**src/rtl/uart_tx_arbiter_if.sv**
```systemverilog
// uart_tx_arbiter_if: requester handshake and transmitter-side signals of uart_tx_arbiter.
// The slave modport is the arbiter's view; master is the environment's view.
interface uart_tx_arbiter_if #(
  parameter int unsigned NUM_REQUESTERS = 4
);
  logic [NUM_REQUESTERS-1:0]   req_valid;
  logic [NUM_REQUESTERS*8-1:0] req_char;
  logic [NUM_REQUESTERS-1:0]   req_ready;
  logic                        tx_enable;
  logic [7:0]                  tx_char;
  logic                        tx_ready;
  logic [3:0]                  grant_id;
  logic                        busy;

  modport master (
    output req_valid, req_char, tx_ready,
    input  req_ready, tx_enable, tx_char, grant_id, busy
  );

  modport slave (
    input  req_valid, req_char, tx_ready,
    output req_ready, tx_enable, tx_char, grant_id, busy
  );
endinterface

```
**src/rtl/uart_tx_arbiter.sv**
```systemverilog
// uart_tx_arbiter: shares one uart_transmit between NUM_REQUESTERS character sources using
// round-robin arbitration into a one-entry holding register.
// Optional line lock (per-requester lock until newline or timeout): define
// UART_TX_ARB_LINE_LOCK_EN.
module uart_tx_arbiter #(
  parameter int unsigned NUM_REQUESTERS = 4,
  parameter int unsigned LOCK_TIMEOUT   = 1024
) (
  input logic              i_clk,
  input logic              i_reset,
  uart_tx_arbiter_if.slave bus
);

  logic                      r_hold_valid;
  logic [7:0]                r_hold_char;
  logic [3:0]                r_last_grant;
  logic [3:0]                r_grant_id;

  logic                      w_tx_enable;
  logic                      w_window;
  logic                      w_found;
  logic                      w_accept;
  logic [3:0]                w_win;
  logic [4:0]                w_idx;
  logic [15:0]               w_valid;
  logic [15:0]               w_lock_mask;
  logic [NUM_REQUESTERS-1:0] w_ready;
  logic [7:0]                w_sel_char;

  // Outputs are forced quiet while reset is asserted, even before the registers clear.
  assign w_tx_enable = r_hold_valid && bus.tx_ready && !i_reset;
  // Holding register can take a character when empty or draining this cycle.
  assign w_window    = !r_hold_valid || w_tx_enable;
  assign w_accept    = w_found && w_window && !i_reset;

  // Round-robin search starting just after the last granted requester.
  always_comb begin
    w_valid = 16'(bus.req_valid) & w_lock_mask;
    w_found = 1'b0;
    w_win   = r_last_grant;
    w_idx   = '0;
    for (int k = 1; k <= int'(NUM_REQUESTERS); k++) begin
      w_idx = {1'b0, r_last_grant} + 5'(k);
      if (w_idx >= 5'(NUM_REQUESTERS)) begin
        w_idx = w_idx - 5'(NUM_REQUESTERS);
      end
      if (!w_found && w_valid[w_idx[3:0]]) begin
        w_found = 1'b1;
        w_win   = w_idx[3:0];
      end
    end
  end

  // One-hot ready to the winner, only while the accept window is open.
  always_comb begin
    w_ready = '0;
    for (int i = 0; i < int'(NUM_REQUESTERS); i++) begin
      w_ready[i] = w_accept && (4'(i) == w_win);
    end
  end

  // Select the winning requester's character.
  always_comb begin
    w_sel_char = '0;
    for (int i = 0; i < int'(NUM_REQUESTERS); i++) begin
      if (4'(i) == w_win) begin
        w_sel_char = bus.req_char[i*8 +: 8];
      end
    end
  end

  // Holding register, grant history and issue drain.
  always_ff @(posedge i_clk) begin
    if (i_reset) begin
      r_hold_valid <= 1'b0;
      r_hold_char  <= '0;
      r_last_grant <= 4'(NUM_REQUESTERS - 1);
      r_grant_id   <= '0;
    end else begin
      if (w_accept) begin
        r_hold_valid <= 1'b1;
        r_hold_char  <= w_sel_char;
        r_last_grant <= w_win;
        r_grant_id   <= w_win;
      end else if (w_tx_enable) begin
        r_hold_valid <= 1'b0;
      end
    end
  end

`ifdef UART_TX_ARB_LINE_LOCK_EN
  localparam int unsigned CntW = $clog2(LOCK_TIMEOUT + 1);

  logic            r_locked;
  logic [3:0]      r_lock_id;
  logic [CntW-1:0] r_lock_cnt;

  // While locked only the lock owner is eligible.
  assign w_lock_mask = r_locked ? (16'd1 << r_lock_id) : '1;

  // Lock on any non-newline accept; release on newline or after LOCK_TIMEOUT idle cycles.
  always_ff @(posedge i_clk) begin
    if (i_reset) begin
      r_locked   <= 1'b0;
      r_lock_id  <= '0;
      r_lock_cnt <= '0;
    end else if (w_accept) begin
      // Only the owner can be accepted while locked, so this is always "an accept from i".
      r_locked   <= (w_sel_char != 8'h0A);
      r_lock_id  <= w_win;
      r_lock_cnt <= '0;
    end else if (r_locked) begin
      if (r_lock_cnt == CntW'(LOCK_TIMEOUT - 1)) begin
        r_locked   <= 1'b0;
        r_lock_cnt <= '0;
      end else begin
        r_lock_cnt <= r_lock_cnt + CntW'(1);
      end
    end
  end
`else
  assign w_lock_mask = '1;

  // Timeout only matters with line lock; a zero value is simply ignored here.
  if (LOCK_TIMEOUT == 0) begin : g_lock_timeout_unused
  end
`endif

  assign bus.req_ready = w_ready;
  assign bus.tx_enable = w_tx_enable;
  assign bus.tx_char   = i_reset ? 8'h00 : r_hold_char;
  assign bus.grant_id  = r_grant_id;
  assign bus.busy      = (r_hold_valid && !i_reset) || !bus.tx_ready;

endmodule

```
**src/flat_wrapper.sv**
```systemverilog
// flat-port wrapper written by rule: the top's interface ports become plain ports
module uart_tx_arbiter_flat 
#(
  parameter int unsigned NUM_REQUESTERS = 4,
  parameter int unsigned LOCK_TIMEOUT   = 1024
)
  (i_clk, i_reset, bus_req_valid, bus_req_char, bus_tx_ready, bus_req_ready, bus_tx_enable, bus_tx_char, bus_grant_id, bus_busy);
  uart_tx_arbiter_if #(.NUM_REQUESTERS(NUM_REQUESTERS)) bus_i ();
  input logic i_clk;
  input logic i_reset;
  input wire logic [$bits(bus_i.req_valid)-1:0] bus_req_valid;
  input wire logic [$bits(bus_i.req_char)-1:0] bus_req_char;
  input wire logic [$bits(bus_i.tx_ready)-1:0] bus_tx_ready;
  output wire logic [$bits(bus_i.req_ready)-1:0] bus_req_ready;
  output wire logic [$bits(bus_i.tx_enable)-1:0] bus_tx_enable;
  output wire logic [$bits(bus_i.tx_char)-1:0] bus_tx_char;
  output wire logic [$bits(bus_i.grant_id)-1:0] bus_grant_id;
  output wire logic [$bits(bus_i.busy)-1:0] bus_busy;
  assign bus_i.req_valid = bus_req_valid;
  assign bus_i.req_char = bus_req_char;
  assign bus_i.tx_ready = bus_tx_ready;
  assign bus_req_ready = bus_i.req_ready;
  assign bus_tx_enable = bus_i.tx_enable;
  assign bus_tx_char = bus_i.tx_char;
  assign bus_grant_id = bus_i.grant_id;
  assign bus_busy = bus_i.busy;
  uart_tx_arbiter #(.NUM_REQUESTERS(NUM_REQUESTERS), .LOCK_TIMEOUT(LOCK_TIMEOUT)) u_core (.i_clk(i_clk), .i_reset(i_reset), .bus(bus_i));
endmodule
```
**config.mk**
```make
export PLATFORM = sky130hd
export DESIGN_NAME = uart_tx_arbiter_flat
export DESIGN_NICKNAME = d
export VERILOG_FILES = /design/src/rtl/uart_tx_arbiter_if.sv /design/src/rtl/uart_tx_arbiter.sv /design/src/flat_wrapper.sv
export SDC_FILE = /design/constraint.sdc
export NUM_CORES = 1
export LEC_CHECK = 0
export ABC_CLOCK_PERIOD_IN_PS = 4450
export BUFFER_PORTS_ARGS = -buffer_cell sky130_fd_sc_hd__buf_4
export CAP_MARGIN = 20
export CORE_MARGIN = 10
export CORE_UTILIZATION = 53
export CTS_CLUSTER_DIAMETER = 30
export DETAILED_ROUTE_END_ITERATION = 8
export PLACE_DENSITY = 0.89
export SYNTH_ARGS = -nofsm -noshare
export SYNTH_HDL_FRONTEND = slang
export SYNTH_SLANG_ARGS = --single-unit
```
**constraint.sdc**
```tcl
create_clock -name i_clk -period 4.45 [get_ports i_clk]
set_input_delay 0.89 -clock i_clk [delete_from_list [all_inputs] [get_ports i_clk]]
set_output_delay 0.89 -clock i_clk [all_outputs]
set_load 0.03 [all_outputs]
```
* Yosys cells after proc, flatten, opt, wreduce, memory -nomap -nowiden
Cells that the tools add are included.
** Word-level totals
- Memories kept :: 0
- Word-level logic and storage cells :: 72
- Memory bits (read-only) :: 0
- Memory bits (writable) :: 0
- Register bits after elaboration :: 17
- Latch bits :: 0
- Output and inout port bits :: 18
- Input port bits :: 39
** Cells by class
- Multipliers :: 0
- Add/subtract/negate cells :: 8
- Div/mod/pow operators :: 0
- Muxes and demuxes :: 27
- Shift-type cells :: 0
- Reduce and logical (&&, ||, !) cells :: 22
- Equality and inequality tests :: 3
- Order comparisons :: 8
- Bitwise gates (word level) :: 0
** Operators with widths (number)
- two-way mux 8 bit :: 5
- two-way mux 4 bit :: 8
- >= comparator 5 x 3 -> 1 bit, second input constant :: 4
- < comparator 4 x 5 -> 1 bit, second input constant :: 4
- binary-select mux 1 bit (select 4 bit) :: 4
- subtractor 4 x 3 -> 4 bit, second input constant :: 4
- logical AND 1 bit :: 12
- adder 4 x 2 -> 5 bit, second input constant :: 2
- two-way mux 1 bit :: 10
- equality test 2 x 4 -> 1 bit, first input constant :: 2
- logical NOT 1 bit :: 6
- adder 4 x 1 -> 5 bit, second input constant :: 1
- adder 4 x 3 -> 5 bit, second input constant :: 1
- equality test 1 x 4 -> 1 bit, first input constant :: 1
- logical NOT 4 bit :: 1
- logical OR 1 bit :: 2
- nonzero test 2 bit :: 1

* Depth between registers and ports, before layout
- Depth in word-level cells :: 20
- Gate-level depth with buffers :: 14
- Mapped depth without buffers :: 12

* Worst setup path after synthesis
Ideal clock, no wire load.
- Path kind :: register -> output
- From :: register u_core.r_last_grant[0]
- To :: output port bus_req_ready[3]
- Required time :: 3.560 ns
- Slack :: 0.617 ns
- Arrival time :: 2.943 ns
- Cell stages (with the launch flop) :: 15
- Path buffers :: 2
- Cell sequence :: dfxtp_1 > buf_6 > inv_1 > ha_1 > xor2_1 > inv_1 > ha_1 > a2bb2oi_1 > o2bb2ai_1 > o211ai_2 > o2111a_1 > nor3b_4 > buf_6 > nand2_2 > nor2_1
** Between the ends
- Cells in the longest elaborated chain, start to end :: 18
- Elaborated cells between the ends (all ways) :: 42
- Classes of those cells :: 8 x add/sub; 4 x order compare; 1 x eq/ne; 20 x mux; 9 x reduce/logical
** Ends and longest elaborated chain
- start, declared :: line uart_tx_arbiter.sv:16 : logic [3:0] r_last_grant;
- start signal, assigned :: line uart_tx_arbiter.sv:77 : r_last_grant <= 4'(NUM_REQUESTERS - 1);
- start signal, assigned :: line uart_tx_arbiter.sv:83 : r_last_grant <= w_win;
- branches (longest 17 deep; another with adder 4 x 1 -> 5 bit)
- logical AND 1 bit (*) :: line uart_tx_arbiter.sv:58 : w_ready[i] = w_accept && (4'(i) == w_win);
- end, declared :: line flat_wrapper.sv:14 : output wire logic [$bits(bus_i.req_ready)-1:0] bus_req_ready;
Every way passes the cells marked *. The select of a mux whose other input is x is not followed.

* Worst setup path after layout
- From :: register u_core.r_last_grant[1]
- To :: output port bus_req_ready[2]
The elaborated chain is that of the path after synthesis.

==> summary.md <==
| Metric | Value |
|---|---|
| Max clock buf depth | 2 |
| Fraction of layout cells with a size suffix above 1 | 0.286 |
| GPL Wtd Cong | 0.920 |
| Die Wd | 81.5 µm |
| Post-CTS repair timing setup buffer count | 0 |
| Avg WL per Cell | 17.0 µm |
| Remaining DRCs | 0 |
| Nets | 348 |
| Initial antenna violation count | 0 |
| GRT Residual Overflow | 0 |
| Cts hold-fix bufs | 0 |
| Leakage power of the design | ~0.0013 µW |
| CTS root buf | clkbuf_8 |
| Initial DRT Pass Iterations | 5 |
| Skew final | 6.95 ps |
| Reg2Reg Depth | 11 |
| Hold path endpoint | u_core.bus.grant_id[0] |
| Hold path cells | 2 |
| Chip height | 81.5 µm |
| EDFF count, synth | 0 |
| Inserted Clock Buffers | 3 |
| Via Count | ~2100 |
| Critical-path cell list | inv_1, ha_1, xor2_1, inv_1, ha_1, a2bb2oi_1, o2bb2ai_1, o211ai_2, o2111a_1, nor3b_4, nand2_2, nor2_1, buf_4 |
| Slew at the pin closest to its max-slew limit | 648 ps |
| Number of global-route vias before repair | 2083 |
| First-pass GRT wire length | 9360 µm |
| Ys Warns | 0 |
| CP Launch Type | flip-flop |
| Synth unique cells | 54 |
| I/O Pins | 57 |
| Largest area contributor in the netlist | dfxtp_1 |
| Vias/cell | 6.16 |
| Clk slew on worst S/H paths | 70 ps |
| Antenna Diode Count | 0 |
| Num Clock Sinks | 15 |
| Register area share after synthesis | 0.150 |
| Clk_lat worst skew | 250 ps |
| Total track usage | 0.170 |
| Pin count of the biggest net entering global routing | 32 |
| Status | finished, final reports clean |
| Max cap viols | 0 |
| Kind of critical path | flip-flop to output pin |
| Avg Cell Area, Syn | 8.10 µm² |
| Worst Hold Launch | u_core.bus.grant_id[0] |
| CTS tree | built |
| Tmin final | 4110 ps |
| Core ar. | 0.00366 mm² |
| Port bufs | 56 |
| Hold Crit Class | flip-flop to flip-flop |
| Top cell type's share of synthesized area | 0.150 |
| Critical path endpoint category | output pin |
| Post-synth net total | 300 |
| Peak VDD IR | 0.391 mV |
| CP max stage delay | 480 ps |
| Total power | approximately 1700 µW |
| Achievable frequency | 0.243 GHz |
| Worst-path fanout max | 9 |
| Total Neg Setup Slack | 0 ps |
| Crit-path slowest cell | dfxtp_1 |
| Number of synthesized register bits | 15 |
| Critical path arrival | 3220 ps |
| Worst rel slew slack | 0.567 |
| Synthesized area | 0.00200 mm² |
| Period utilization | 0.923 |
| DP HPWL | 4300 µm |
| Synth Flop Type | dfxtp_1 |
| Final Max Slew Viols | 0 |
| Synthesized instance count | 247 |
| Drt initial violations | 170 |
| R2R Setup Slk | 950 ps |
| Setup Viol. Count Final | 0 |
| Final hold vios | 0 |
| Final ANT Viol Nets | 0 |
| Initial Util | 0.547 |
| Layout area overhead | 22.4% |
| Die ar. | 0.00664 mm² |
| PwrDens | 681 mW/mm² |
| Resize count post-CTS | 0 |
| DRT Wirelength | 5830 µm |
| Rows | 22 |
| CP required | 3560 ps |
| FF-to-FF End | u_core.r_hold_char[0] |
| Area contributors post-synth | dfxtp_1, ha_1, a221o_1 |
| RSZ-0062 raised after global routing | no |
| R2r startpoint | u_core.bus.grant_id[2] |
| H-tree Lvls | 1 |
| Fraction of registers with async set or reset after synthesis | 0 |
cells in the mapped netlist (2+ instances only):
cell type  number
buf_2           7
nand2_2         2
o21ai_0         3
nor3_1          2
inv_1          15
o21ai_1         2
and3_1         19
nand2_1        13
dfxtp_1        15
xor2_1          2
clkbuf_1        5
nand2b_1       12
o2bb2ai_1       2
o21bai_1        2
buf_6           5
nor2_1         15
mux2i_1         9
a21oi_1         6
nor2_2          2
a221o_1        16
xnor2_1         2
mux2_2          3
buf_4           4
ha_1           14
a311oi_1        8
o221ai_1        8
o211ai_1        9
a21oi_2         2
nand3_1        17
o2111a_1        2
kinds of logic after synthesis:
family / Yosys count / share of synthesized area
muxes: 15 / 0.0975
and+or+nand+nor: 92 / 0.251
DFF: 15 / 0.150
buffers and inverters: 36 / 0.0981
xor gates and xnor gates: 4 / 0.0175
adders and majority gates: 14 / 0.0875
AOI/OAI and AO/OA: 71 / 0.298
worst max-delay path, delay by kind of cell (launching register included):
| family | cells | cell delay (ps) |
|---|---|---|
| adder cells (fa/ha/maj) | 2 | 450 |
| XOR/XNOR | 1 | 210 |
| flip-flops | 1 | 480 |
| buffers and inverters | 3 | 420 |
| AND/OR/NAND/NOR | 3 | 690 |
| AO/OA/AOI/OAI | 4 | 720 |
state kept, by name (all words and copies together), names as in the netlist:
register,cells
u_core.r_last_grant,2
u_core.r_hold_char,8
u_core.r_hold_valid,1
u_core.bus.grant_id,4
layout make-up:
type,instances,area (µm²)
clock buffers,4,45.0
fillers,313,1210
inverters,15,56.3
multi-input cells,196,1510
flip-flops and latches,15,300
well taps,48,60.1
repair buffers,64,480
where the power goes:
group | leakage (µW) | switching [µW] | internal (µW)
Combinational | 0.00111 | 799 | 552
Clock | 0.0000228 | 52.1 | 63.5
Sequential | 0.000124 | 21.1 | 181
Total | 0.00126 | 872 | 797
through the flow:
step	hold WS [ps]	instance area (µm²)	std cells	setup slack (ps)	util
finish	498	2450	342	341	0.670
global route	510	2450	342	49.8	0.670
CTS	490	2450	342	322	0.670
detailed placement	477	2410	338	641	0.657
global placement	467	2410	338	689	0.657
floorplan	511	2000	247	617	-
worst max path at each step:
| stage | startpoint | endpoint | slack [ps] | cells after the start |
|---|---|---|---|---|
| floorplan | u_core.r_last_grant[0] | bus_req_ready[3] | 620 | 14 |
| global placement | u_core.bus.grant_id[2] | bus_req_ready[1] | 690 | 11 |
| detailed placement | u_core.bus.grant_id[2] | bus_req_ready[0] | 640 | 11 |
| CTS | u_core.bus.grant_id[2] | bus_req_ready[0] | 320 | 11 |
| global route | u_core.r_last_grant[1] | bus_req_ready[2] | 50 | 13 |
| finish | u_core.r_last_grant[1] | bus_req_ready[2] | 340 | 13 |
metal layers:
metal / share of wire / up-vias / GRT usage
met5: 0 / - / 0
met4: 0.016 / 0 / 0.0346
met3: 0.059 / 8 / 0.0502
met2: 0.52 / 71 / 0.317
met1: 0.40 / 989 / 0.185
li1: - / 1038 / -
placed cells by master (no fill, tap or decap), types with 3 or more instances in the layout:
cell type	count
mux2_2	3
nand3_1	17
a311oi_1	8
a21oi_1	6
o21ai_0	3
o211ai_1	9
and3_1	19
inv_1	15
mux2i_1	9
buf_4	64
dfxtp_1	15
nand2b_1	12
ha_1	14
clkbuf_8	3
o221ai_1	8
nor2_1	15
a221o_1	16
nand2_1	13
Power figures use the tool's default switching activity.
